## src/rtl/spi_reg_target_pkg.sv

```systemverilog
// Shared frame geometry and FSM encoding for the SPI register target.
package spi_reg_target_pkg;
  localparam int FRAME_BITS  = 16;
  localparam int CMD_BITS    = 8;
  localparam int ADDR_W      = 7;
  localparam int DATA_W      = 8;
  localparam int RW_BIT      = 15;
  localparam int STATUS_ADDR = 0;
  localparam int CNT_W       = 5;

  typedef enum logic [1:0] {
    IDLE,
    CMD,
    DATA,
    COMMIT
  } state_e;
endpackage

```

## src/rtl/spi_reg_target_edge_sync.sv

```systemverilog
// Two-flop synchronizer with registered rise/fall detection on the synchronized value.
module spi_edge_sync (
  input  logic clk,
  input  logic RST_N,
  input  logic i_async,
  output logic o_sync,
  output logic o_rise,
  output logic o_fall
);
  logic [1:0] sync_q;
  logic       prev_q;

  always_ff @(posedge clk) begin
    if (!RST_N) begin
      sync_q <= '0;
      prev_q <= 1'b0;
      o_rise <= 1'b0;
      o_fall <= 1'b0;
    end else begin
      sync_q <= {sync_q[0], i_async};
      prev_q <= sync_q[1];
      o_rise <= sync_q[1] & ~prev_q;
      o_fall <= ~sync_q[1] & prev_q;
    end
  end

  // prev_q is the sample the edge flags were computed from, so data and edge stay aligned.
  assign o_sync = prev_q;
endmodule

```

## src/rtl/spi_reg_target.sv

```systemverilog
// 3-wire SPI mode-0 target decoding 16-bit frames into reads/writes of an 8-bit register file.
module spi_reg_target
  import spi_reg_target_pkg::*;
#(
  parameter int NUM_REGS     = 8,
  parameter int IDLE_TIMEOUT = 64
) (
  input  logic                       clk,
  input  logic                       RST_N,
  input  logic                       i_sclk,
  input  logic                       i_mosi,
  output logic                       o_miso,
  input  logic [DATA_W-1:0]          i_status,
  output logic [NUM_REGS*DATA_W-1:0] o_regs,
  output logic                       o_wr_strobe,
  output logic [ADDR_W-1:0]          o_wr_addr,
  output logic [DATA_W-1:0]          o_wr_data,
  output logic                       o_busy,
  output logic                       o_frame_err,
  output state_e                     o_dbg_state
);
  localparam int IDLE_W = $clog2(IDLE_TIMEOUT + 1);

  logic sclk_sync, sclk_rise, sclk_fall;
  logic mosi_sync, mosi_rise, mosi_fall;
  logic unused_sync;

  spi_edge_sync u_sclk_sync (
    .clk    (clk),
    .RST_N  (RST_N),
    .i_async(i_sclk),
    .o_sync (sclk_sync),
    .o_rise (sclk_rise),
    .o_fall (sclk_fall)
  );

  spi_edge_sync u_mosi_sync (
    .clk    (clk),
    .RST_N  (RST_N),
    .i_async(i_mosi),
    .o_sync (mosi_sync),
    .o_rise (mosi_rise),
    .o_fall (mosi_fall)
  );

  assign unused_sync = ^{sclk_sync, mosi_rise, mosi_fall};

  state_e                 state_q;
  logic [CNT_W-1:0]       bit_cnt_q;
  logic [IDLE_W-1:0]      idle_cnt_q;
  logic [FRAME_BITS-2:0]  shift_q;
  logic [ADDR_W-1:0]      addr_q;
  logic [DATA_W-1:0]      tx_q;
  logic [DATA_W-1:0]      regs_q [1:NUM_REGS-1];

  logic [FRAME_BITS-1:0]  shift_next;
  logic [ADDR_W-1:0]      cmd_addr;
  logic [DATA_W-1:0]      rd_byte;
  logic                   wr_ok;

  // shift_next is the frame including the bit arriving on this rise.
  assign shift_next = {shift_q, mosi_sync};
  assign cmd_addr   = shift_next[ADDR_W-1:0];
  assign wr_ok      = !shift_next[RW_BIT] && (addr_q != ADDR_W'(STATUS_ADDR))
                      && (int'(addr_q) < NUM_REGS);

  always_comb begin
    rd_byte = '0;
    if (cmd_addr == ADDR_W'(STATUS_ADDR)) rd_byte = i_status;
    for (int k = 1; k < NUM_REGS; k++) begin
      if (cmd_addr == ADDR_W'(k)) rd_byte = regs_q[k];
    end
  end

  always_ff @(posedge clk) begin
    if (!RST_N) begin
      state_q     <= IDLE;
      bit_cnt_q   <= '0;
      idle_cnt_q  <= '0;
      shift_q     <= '0;
      addr_q      <= '0;
      tx_q        <= '0;
      o_miso      <= 1'b0;
      o_wr_strobe <= 1'b0;
      o_wr_addr   <= '0;
      o_wr_data   <= '0;
      o_busy      <= 1'b0;
      o_frame_err <= 1'b0;
      for (int k = 1; k < NUM_REGS; k++) regs_q[k] <= '0;
    end else begin
      o_wr_strobe <= 1'b0;
      o_frame_err <= 1'b0;
      if (sclk_rise) shift_q <= shift_next[FRAME_BITS-2:0];
      case (state_q)
        IDLE: begin
          o_miso     <= 1'b0;
          idle_cnt_q <= '0;
          if (sclk_rise) begin
            state_q   <= CMD;
            o_busy    <= 1'b1;
            bit_cnt_q <= CNT_W'(1);
          end
        end
        CMD, DATA: begin
          // Any edge restarts the idle window and outranks a same-cycle timeout.
          if (sclk_rise || sclk_fall) begin
            idle_cnt_q <= '0;
          end else if (idle_cnt_q == IDLE_W'(IDLE_TIMEOUT - 1)) begin
            state_q     <= IDLE;
            o_busy      <= 1'b0;
            bit_cnt_q   <= '0;
            idle_cnt_q  <= '0;
            o_miso      <= 1'b0;
            o_frame_err <= 1'b1;
          end else begin
            idle_cnt_q <= idle_cnt_q + 1'b1;
          end
          if (sclk_rise) begin
            bit_cnt_q <= bit_cnt_q + 1'b1;
            if (state_q == CMD && bit_cnt_q == CNT_W'(CMD_BITS - 1)) begin
              addr_q  <= cmd_addr;
              tx_q    <= shift_next[CMD_BITS-1] ? rd_byte : '0;
              state_q <= DATA;
            end
            if (state_q == DATA && bit_cnt_q == CNT_W'(FRAME_BITS - 1)) begin
              state_q <= COMMIT;
              if (wr_ok) begin
                for (int k = 1; k < NUM_REGS; k++) begin
                  if (addr_q == ADDR_W'(k)) regs_q[k] <= shift_next[DATA_W-1:0];
                end
                o_wr_addr   <= addr_q;
                o_wr_data   <= shift_next[DATA_W-1:0];
                o_wr_strobe <= 1'b1;
              end
            end
          end
          if (sclk_fall && state_q == DATA) begin
            o_miso <= tx_q[DATA_W-1];
            tx_q   <= {tx_q[DATA_W-2:0], 1'b0};
          end
        end
        COMMIT: begin
          o_miso     <= 1'b0;
          idle_cnt_q <= '0;
          if (sclk_rise) begin
            state_q   <= CMD;
            bit_cnt_q <= CNT_W'(1);
          end else begin
            state_q   <= IDLE;
            o_busy    <= 1'b0;
            bit_cnt_q <= '0;
          end
        end
        default: state_q <= IDLE;
      endcase
    end
  end

  always_comb begin
    o_regs = '0;
    for (int k = 1; k < NUM_REGS; k++) o_regs[k*DATA_W +: DATA_W] = regs_q[k];
  end

  assign o_dbg_state = state_q;
endmodule

```

## config.mk

```make
export PLATFORM = sky130hd
export DESIGN_NAME = spi_reg_target
export DESIGN_NICKNAME = d
export VERILOG_FILES = /design/src/rtl/spi_reg_target_pkg.sv /design/src/rtl/spi_reg_target_edge_sync.sv /design/src/rtl/spi_reg_target.sv
export SDC_FILE = /design/constraint.sdc
export NUM_CORES = 1
export LEC_CHECK = 0
export BUFFER_PORTS_ARGS = -buffer_cell sky130_fd_sc_hd__buf_2
export CAP_MARGIN = 20
export CORE_ASPECT_RATIO = 1.75
export CORE_MARGIN = 2
export CORE_UTILIZATION = 25
export DETAILED_ROUTE_END_ITERATION = 6
export PLACE_DENSITY_LB_ADDON = 0.25
export SYNTH_ARGS = -nofsm -noshare
export SYNTH_HDL_FRONTEND = slang
export SYNTH_SLANG_ARGS = --single-unit
```

## constraint.sdc

```tcl
create_clock -name clk -period 2.9 [get_ports clk]
set_input_delay 0.58 -clock clk [delete_from_list [all_inputs] [get_ports clk]]
set_output_delay 0.58 -clock clk [all_outputs]
set_load 0.005 [all_outputs]
```

==> flow_summary_export.csv, run 1 <==
group,metric,value,unit
critical_path,reg2reg_depth,6,
power,total_power,4.48,mW
floorplanning,die-area,0.0238,mm2
timing,worstMarginPinSlew,851,ps
critical_path,endpoint_kind,"register",
timing,setup_viol,0,
min_path,hold_end,"u_sclk_sync.sync_q[0]",
yosys,synthArstFlopShare,0,
floorplanning,ioPinCount,97,
timing,setup_tns,0,ps
yosys,yosysSeqAreaShare,0.551,
drt,wl,15900,um
drt,drt_iter0_drc,189,
yosys,ys_ff_latch,127,
global_routing,grt_usage,0.134,
clock_network,htree_levels,4,
yosys,synth_flop_cell,"dfxtp_1",
min_path,holdCritStartpoint,"i_sclk",
drt,routedWlPerCell,17.2,um
min_path,min_path_type,"in -> reg",
critical_path,cpMaxStageDelayCell,"ha_1",
critical_path,crit_fanout,11,
clock_network,clkSlewWorstSetupHoldPaths,60,ps
clock_network,cts.sinks,127,
clock_network,cts_resized,0,
yosys,yosys_warnings,0,
power,ir_worst_vdd,0.363,mV
critical_path,r2r_start,"o_dbg_state[0]",
clock_network,hold_buffers,0,
drt,ant_nets,0,
yosys,synth.distinct_cells,59,
clock_network,clock_latency,410,ps
critical_path,cpPeakStageDelay,480,ps
critical_path,critPathRequiredTime,3020,ps
floorplanning,die_h,202,um
yosys,yosysTopAreaCell,"edfxtp_1",
critical_path,start_kind,"register",
clock_network,cts_setup_buffers,0,
timing,rsz0062_at_grt,"no",
drt,first_pass_iters,4,
clock_network,clock_path_buffers,2,
yosys,netlist_area,0.00563,mm2
power,power.density,638,mW/mm2
critical_path,arrival,2650,ps
critical_path,rrSetupSlack,370,ps
finish,drive_above_1_share,0.238,
yosys,synth.avg_cell_area,10.8,um2
clock_network,cts-root-buf,"clkbuf_16",
finish,fillers,2267,
critical_path,crit_type,"reg -> reg",
placed_design,finalWeightedCongestion,0.839,
yosys,synth_cells,520,
clock_network,cts_made_buffers,17,
power,power.leakage,2.75,nW
critical_path,crit_start,"o_dbg_state[0]",
run,drv_cap,0,
global_routing,grt_pass1_wl,24500,um
critical_path,reg2reg_to,"regs_q[0][37]",
finish,fin_nets,634,
timing,slew_viol_final,0,
floorplanning,core_area,0.0221,mm2
timing,period_needed,2530,ps
placed_design,portBuffers,88,
yosys,ys_top_cells_by_area,"edfxtp_1 (30%), dfxtp_1 (25%), mux2i_1 (8.5%)",
min_path,hold_depth,2,
finish,final_core_util,0.318,
global_routing,grt_max_degree,25,
timing,relSlewSlack,0.432,
outcome,status,"finished clean",
timing,worst_slack,372,ps
drt,num_vias,4179,
placed_design,dp_hpwl,11900,um
drt,via_per_inst,4.53,
placed_design,place_ws,395,ps
finish,diodes,0,
timing,fin_crit_sh,0.872,
timing,hold_violations,0,
floorplanning,initial_core_util,0.255,
global_routing,grt_pass1_vias,4311,
critical_path,crit_chain,"inv_1 -> ha_1 -> and4_1 -> nand4_1 -> o31ai_1 -> buf_4",
yosys,synth_top_area_share,0.299,
finish,syn2layout_area_growth,24.7,%
timing,fmax,396,MHz
floorplanning,die_w,117,um
clock_network,cts_tree,"yes",
global_routing,antenna_found_initial,0,
timing,fin_skew,7.06,ps
yosys,synth_edf_count,56,
floorplanning,num_rows,72,
drt,drc_errors,0,
global_routing,gr-total-overflow,0,
-- cell families (layout without fill, tap and decap cells) --
group,Yosys count,count (layout),share of synthesized area
AND/OR/NAND/NOR,186,186,0.187
flip-flops,127,127,0.551
AO/OA/AOI/OAI,94,94,0.103
multiplexers,50,50,0.0914
buffers and inverters,49,149,0.0409
adder cells (fa/ha/maj),8,8,0.0178
XOR/XNOR,5,5,0.00778
other,1,8,0.000666
-- where the power goes --
| group | switching [mW] | total [mW] | leakage, nW | internal, mW |
|---|---|---|---|---|
| Sequential | 0.0517 | 1.97 | 1.15 | 1.92 |
| Clock | 0.774 | 2.12 | 0.276 | 1.34 |
| Combinational | 0.248 | 0.389 | 1.33 | 0.141 |
| Total | 1.07 | 4.48 | 2.75 | 3.41 |
-- through the flow --
| step | hold slack, ps | std cells | cell area, um2 |
|---|---|---|---|
| floorplan | 383 | 527 | 5650 |
| global placement | 390 | 891 | 6420 |
| detailed placement | 393 | 891 | 6420 |
| CTS | 360 | 923 | 7020 |
| global route | 379 | 923 | 7020 |
| finish | 377 | 923 | 7020 |
-- metal layers --
metal | up-vias | part of all wire | track usage
li1 | 2037 | - | -
met1 | 2002 | 0.36 | 0.127
met2 | 109 | 0.56 | 0.262
met3 | 31 | 0.040 | 0.0343
met4 | 0 | 0.039 | 0.0701
met5 | - | 0 | 0
-- area by class of cell --
class	count	area, um2	share of cell area
inverter	8	30.0	0.00428
sequential	127	3100	0.442
multi-input combinational	351	2320	0.330
clock buffer	17	425	0.0606
timing repair buffer	109	598	0.0852
tap	296	370	0.0528
clock inverter	15	171	0.0244
-- synthesized netlist by cell type, types with 9 or more instances --
library cell,instances
o21ai_1,23
and3_1,10
nand2_1,19
o21ai_0,14
buf_2,10
dfxtp_1,71
nor2_1,49
a21oi_1,21
edfxtp_1,56
clkbuf_1,20
nand3_1,10
mux2i_1,48
and2_1,64
buf_4,9
-- cells in the final DEF (no fill, tap or decap), types with 5 or more instances in the layout --
cell        netlist  layout
inv_1             7       7
nor2_1           49      49
nand2b_1          5       5
a32oi_1           7       7
clkinvlp_4        0       5
o21ai_0          14      14
buf_4             9      21
o21ai_1          23      23
dfxtp_1          71      70
mux2i_1          48      48
buf_2            10      88
o221ai_1          7       7
edfxtp_1         56      56
and2_1           64      64
a21oi_1          21      21
and3_1           10      10
clkbuf_16         0      17
nand3_1          10      10
o22ai_1           8       8
ha_1              8       8
conb_1            1       8
nand2_1          19      19
-- flip-flops by register name, summed over array words and instances, names as in the netlist, 2 cells and up --
signal	flops
regs_q	56
shift_q	15
o_wr_data	8
tx_q	8
addr_q	7
idle_cnt_q	7
o_wr_addr	7
bit_cnt_q	5
o_dbg_state	2
u_mosi_sync.sync_q	2
u_sclk_sync.sync_q	2
-- worst max path at each step --
stage,to,cells past startpoint,slack (ps)
floorplan,regs_q[0][32],7,410
global placement,regs_q[0][39],6,500
detailed placement,regs_q[0][35],6,400
CTS,regs_q[0][37],6,390
global route,regs_q[0][20],6,140
finish,regs_q[0][37],6,370
-- critical path: cells and delay by family (launching register included) --
| family | cells | cell delay, ps |
|---|---|---|
| buffers and inverters | 2 | 320 |
| and+or+nand+nor | 2 | 730 |
| DFF | 1 | 420 |
| AOI/OAI and AO/OA | 1 | 270 |
| adders and majority gates | 1 | 480 |
Power figures use the tool's default switching activity.
==> inputs of run 2 (changes only) <==
--- a/config.mk
+++ b/config.mk
@@ -5,6 +5,7 @@
 export SDC_FILE = /design/constraint.sdc
 export NUM_CORES = 1
 export LEC_CHECK = 0
+export ABC_AREA = 1
 export BUFFER_PORTS_ARGS = -buffer_cell sky130_fd_sc_hd__buf_2
 export CAP_MARGIN = 20
 export CORE_ASPECT_RATIO = 1.75
==> constraint.sdc (replaced) <==
create_clock -name clk -period 2.9 [get_ports clk]
set_input_delay 0.725 -clock clk [delete_from_list [all_inputs] [get_ports clk]]
set_output_delay 0.725 -clock clk [all_outputs]
set_load 0.005 [all_outputs]
==> flow_summary_export.csv, run 2 <==
group,metric,value,unit
floorplanning,ioPinCount,97,
clock_network,cts.sinks,127,
critical_path,start_kind,"register",
floorplanning,num_rows,71,
run,drv_cap,0,
timing,fin_crit_sh,0.862,
clock_network,clock_path_buffers,2,
timing,fmax,400,MHz
drt,wl_met2,9360,um
floorplanning,die-area,0.0232,mm2
yosys,yosysTopAreaCell,"edfxtp_1",
timing,period_needed,2500,ps
drt,drc_errors,0,
finish,largest_reg_flops,56,
timing,fin_skew,10.8,ps
drt,route.met3.wl,617,um
clock_network,cts_tree,"yes",
min_path,hold_end,"u_sclk_sync.o_fall",
power,comb_power_share,0.068,
yosys,synth_edf_count,56,
timing,relSlewSlack,0.601,
min_path,hold_depth,1,
finish,fillers,2332,
critical_path,endpoint_kind,"register",
finish,drive_above_1_share,0.208,
drt,wl,16400,um
clock_network,hold_buffers,0,
power,switching_share,0.232,
yosys,yosysSeqAreaShare,0.565,
clock_network,clkSlewWorstSetupHoldPaths,60,ps
yosys,synth_top_area_share,0.306,
critical_path,reg2reg_to,"regs_q[0][53]",
drt,drt_iter0_drc,255,
power,p_clk_frac,0.483,
clock_network,htree_levels,4,
drt,drt-met1-wl,6140,um
placed_design,place_ws,404,ps
critical_path,path_delay_family,"simple AND/OR/NAND/NOR gates",
floorplanning,die_w,116,um
critical_path,worst-path-buf-inv,2,
clock_network,cts_made_buffers,17,
placed_design,finalWeightedCongestion,0.823,
power,p_int,3.36,mW
power,pwr-share-seq,0.449,
finish,fin_nets,761,
floorplanning,core_area,0.0215,mm2
floorplanning,die_h,200,um
yosys,synthArstFlopShare,0,
yosys,synth_cells,636,
finish,regMostFlops,"regs_q",
power,switchingPower,1.02,mW
floorplanning,initial_core_util,0.255,
finish,fin_cells,1046,
placed_design,portBuffers,88,
yosys,ys_top_cells_by_area,"edfxtp_1 (31%), dfxtp_1 (26%), nor2_1 (8.1%)",
timing,setup_viol,0,
power,power.leakage,2.89,nW
power,power.density,634,mW/mm2
global_routing,grt_usage,0.148,
timing,worstMarginPinSlew,596,ps
finish,diodes,0,
critical_path,critPathRequiredTime,2980,ps
yosys,synth.distinct_cells,31,
critical_path,crit_fanout,8,
timing,worst_slack,399,ps
placed_design,dp_hpwl,12400,um
critical_path,worst-path-stages,10,
yosys,yosys_warnings,0,
yosys,netlist_area,0.00549,mm2
yosys,synth_flop_cell,"dfxtp_1",
critical_path,crit_type,"reg -> reg",
clock_network,cts_setup_buffers,0,
clock_network,cts_resized,0,
timing,hold_violations,0,
clock_network,clock_latency,410,ps
finish,mostFrequentLayoutCell,"nor2_1",
drt,num_vias,4556,
yosys,synth_commonest_cells,"nor2_1 (119), nand2_1 (89), dfxtp_1 (71)",
global_routing,gr-total-overflow,0,
timing,setup_tns,0,ps
drt,ant_nets,0,
yosys,synth.avg_cell_area,8.64,um2
timing,slew_viol_final,0,
finish,syn2layout_area_growth,25.8,%
placed_design,dp_cells,1014,
drt,first_pass_iters,5,
yosys,yosysMostFrequentCell,"nor2_1",
drt,top_layer_used,"met4",
min_path,min_path_type,"reg -> reg",
timing,hold_ws,412,ps
critical_path,cpMaxStageDelayCell,"ha_1",
global_routing,grt_pass1_vias,4505,
critical_path,rrSetupSlack,400,ps
critical_path,r2r_start,"o_dbg_state[0]",
power,ir_worst_vdd,0.249,mV
yosys,ys_ff_latch,127,
global_routing,grt_max_degree,24,
outcome,status,"finished clean",
finish,reg_top3,"regs_q: 56 flops, shift_q: 15 flops",
global_routing,grt_pass1_wl,25400,um
clock_network,cts-root-buf,"clkbuf_16",
finish,stdcell_area,0.00691,mm2
critical_path,arrival,2580,ps
drt,via_per_inst,4.36,
critical_path,crit_chain,"inv_1 -> ha_1 -> nand2_2 -> nor2_2 -> nand3_1 -> nor2_4 -> nand2_2 -> inv_2 -> nand2_1 -> nand2_1",
drt,routedWlPerCell,15.6,um
critical_path,reg2reg_depth,10,
placed_design,placed_area,0.00633,mm2
finish,layout_common_cells,"nor2_1 (119), nand2_1 (89), buf_2 (88), dfxtp_1 (71), inv_1 (59)",
timing,rsz0062_at_grt,"no",
finish,final_core_util,0.321,
power,total_power,4.38,mW
global_routing,antenna_found_initial,0,
min_path,holdCritStartpoint,"u_sclk_sync.sync_q[1]",
critical_path,cpPeakStageDelay,450,ps
==> run 2: changes by cell type in the layout (fill, tap and decap cells not counted), moves of 32 or more <==
| cell | previous run | this run |
|---|---|---|
| nand2_1 | 19 | 89 |
| nor2_1 | 49 | 119 |
| and2_1 | 64 | 0 |
| inv_1 | 7 | 59 |
| mux2i_1 | 48 | 0 |
| o21ai_0 | 14 | 55 |
| a21oi_1 | 21 | 57 |
| nand3_1 | 10 | 42 |
==> run 2: logic make-up after synthesis <==
| logic type | Yosys count | share of synthesized area |
|---|---|---|
| AO/OA/AOI/OAI | 117 | 0.108 |
| adder cells (fa/ha/maj) | 8 | 0.0182 |
| flip-flops | 127 | 0.565 |
| XOR/XNOR | 4 | 0.00638 |
| AND/OR/NAND/NOR | 284 | 0.230 |
| other | 1 | 0.000683 |
| buffers and inverters | 95 | 0.0720 |
==> run 2: how the worst max path moves through the flow <==
stage               slack, ps       endpoint           start
floorplan                 410  regs_q[0][10]  o_dbg_state[0]
global placement          480  regs_q[0][51]  o_dbg_state[0]
detailed placement        400  regs_q[0][53]  o_dbg_state[0]
CTS                       380  regs_q[0][55]  o_dbg_state[0]
global route              200  regs_q[0][55]  o_dbg_state[1]
finish                    400  regs_q[0][53]  o_dbg_state[0]
==> run 2: power groups by stage <==
stage | clock, mW | combinational, mW | sequential, mW
3_5_place_dp | 0 | 0.304 | 2.00
2_1_floorplan | 0 | 0.159 | 2.00
5_1_grt | 2.25 | 0.333 | 1.97
4_1_cts | 2.16 | 0.306 | 1.97
3_3_place_gp | 0 | 0.303 | 2.00
6_report | 2.12 | 0.298 | 1.97
==> run 2: worst reg2reg max path: cells and delay by family (launching register included) <==
kind / cells / cell delay (ps)
buf+inv: 2 / 240
simple gates: 7 / 1100
flops: 1 / 380
fa+ha+maj: 1 / 450
==> run 2: layout make-up <==
cell class,instances,area [um2],area share
well taps,292,365,0.0529
inverters,65,244,0.0353
flip-flops and latches,127,3100,0.449
clock inverters,12,144,0.0208
clock buffers,20,437,0.0632
multi-input cells,421,2020,0.292
repair buffers,109,598,0.0865
==> run 2: per-layer routing <==
metal	vias up	global-route usage
met5	-	0
met4	0	0.0459
met3	13	0.0311
met2	114	0.289
met1	2131	0.154
li1	2298	-
==> inputs of run 3 (changes only) <==
--- a/config.mk
+++ b/config.mk
@@ -8,7 +8,7 @@
 export ABC_AREA = 1
 export BUFFER_PORTS_ARGS = -buffer_cell sky130_fd_sc_hd__buf_2
 export CAP_MARGIN = 20
-export CORE_ASPECT_RATIO = 1.75
+export CORE_ASPECT_RATIO = 0.5
 export CORE_MARGIN = 2
 export CORE_UTILIZATION = 25
 export DETAILED_ROUTE_END_ITERATION = 6
==> flow_summary_export.csv, run 3 (synthesis gave the netlist of run 2 again) <==
group,metric,value,unit
critical_path,crit_type,"reg -> reg",
finish,register_area,0.00310,mm2
placed_design,placed_area,0.00633,mm2
finish,final_core_util,0.318,
clock_network,cts_made_buffers,17,
timing,fin_crit_sh,0.857,
clock_network,cts_resized,0,
floorplanning,core_area,0.0216,mm2
drt,drt_iter0_drc,375,
finish,largest_reg_flops,56,
finish,stdcell_area,0.00689,mm2
clock_network,clock_path_buffers,2,
power,ir_worst_vdd,0.390,mV
timing,rsz0062_at_grt,"no",
timing,period_needed,2490,ps
timing,setup_viol,0,
clock_network,cts_tree,"yes",
drt,wl,15800,um
finish,regMostFlops,"regs_q",
floorplanning,ioPinCount,97,
global_routing,grt_usage,0.142,
critical_path,arrival,2570,ps
outcome,status,"finished clean",
finish,mostFrequentLayoutCell,"nor2_1",
critical_path,endpoint_kind,"register",
finish,drive_above_1_share,0.210,
finish,syn2layout_area_growth,25.4,%
clock_network,cts.sinks,127,
timing,relSlewSlack,0.576,
min_path,min_path_type,"reg -> reg",
drt,ant_nets,0,
finish,multiInputGateArea,0.00202,mm2
global_routing,gr-total-overflow,0,
timing,hold_violations,0,
global_routing,grt_pass1_vias,4446,
clock_network,clock_latency,420,ps
drt,drc_errors,0,
clock_network,htree_levels,4,
placed_design,dp_hpwl,11600,um
placed_design,portBuffers,88,
timing,worst_slack,413,ps
floorplanning,die_h,109,um
placed_design,finalWeightedCongestion,0.825,
global_routing,antenna_found_initial,0,
finish,fillers,2269,
drt,num_vias,4575,
floorplanning,die_w,214,um
drt,via_per_inst,4.35,
global_routing,grt_pass1_wl,24600,um
placed_design,dp_cells,1019,
critical_path,rrSetupSlack,410,ps
critical_path,crit_fanout,8,
timing,slew_viol_final,0,
finish,reg_top3,"regs_q: 56 flops, shift_q: 15 flops",
clock_network,clkSlewWorstSetupHoldPaths,60,ps
timing,worstMarginPinSlew,634,ps
floorplanning,initial_core_util,0.254,
drt,first_pass_iters,4,
timing,fmax,402,MHz
drt,routedWlPerCell,15.0,um
timing,fin_skew,13.2,ps
clock_network,hold_buffers,0,
finish,diodes,0,
critical_path,start_kind,"register",
power,power.leakage,2.87,nW
clock_network,cts_setup_buffers,0,
run,drv_cap,0,
power,power.density,619,mW/mm2
finish,layout_common_cells,"nor2_1 (119), nand2_1 (89), buf_2 (88), dfxtp_1 (71), inv_1 (59)",
critical_path,critPathRequiredTime,2980,ps
global_routing,grt_max_degree,36,
floorplanning,die-area,0.0232,mm2
clock_network,cts-root-buf,"clkbuf_16",
floorplanning,num_rows,38,
timing,setup_tns,0,ps
finish,fin_nets,758,
placed_design,place_ws,422,ps
finish,fin_cells,1051,
run 3: changes by cell type in the layout (fill, tap and decap cells not counted):
cell and delta:
inv_8 +3, clkinvlp_4 +1, clkinv_2 -3, clkbuf_1 -2, bufinv_16 -3, clkinv_1 -2
buf_12 +1, clkinv_4 +1, buf_4 -4, inv_6 +5
run 3: metal layers:
metal / vias up / track usage / wire length [um] / part of all wire
li1: 2293 / - / - / -
met3: 13 / 0.0325 / 664 / 0.042
met1: 2177 / 0.190 / 7510 / 0.48
met4: 0 / 0.0402 / 162 / 0.010
met2: 92 / 0.230 / 7470 / 0.47
met5: - / 0 / 0 / 0
run 3: final timing paths:
| check | start | to | cells past startpoint |
|---|---|---|---|
| max reg2reg | o_dbg_state[0] | regs_q[0][54] | 10 |
| min | u_sclk_sync.o_sync | u_sclk_sync.o_rise | 1 |
| max | o_dbg_state[0] | regs_q[0][54] | 10 |
| min reg2reg | u_sclk_sync.o_sync | u_sclk_sync.o_rise | 1 |
run 3: critical path, stage by stage, from the launching register on:
cell	delay, ps
dfxtp_1	390
inv_1	110
ha_1	450
nand2_2	130
nor2_2	170
nand3_1	140
nor2_4	170
nand2_2	100
inv_2	130
nand2_1	70
nand2_1	280
run 3: area by class of cell:
cell class                      count  area share
Multi-Input combinational cell    421       0.293
Tap cell                          300      0.0545
Clock inverter                     14      0.0182
Clock buffer                       18      0.0623
Timing Repair Buffer              106      0.0854
Sequential cell                   127       0.451
Inverter                           65      0.0354
run 3: report_power, final:
group	switching, mW	internal, mW	total [mW]
logic	0.191	0.0968	0.288
clock network	0.887	1.12	2.01
registers	0.0420	1.92	1.97
run 3: per-stage QoR:
stage          hold slack [ps]  total power [mW]
2_1_floorplan              390              2.16
3_3_place_gp               396              2.30
3_5_place_dp               400              2.30
4_1_cts                    413              4.31
5_1_grt                    434              4.43
6_report                   410              4.26
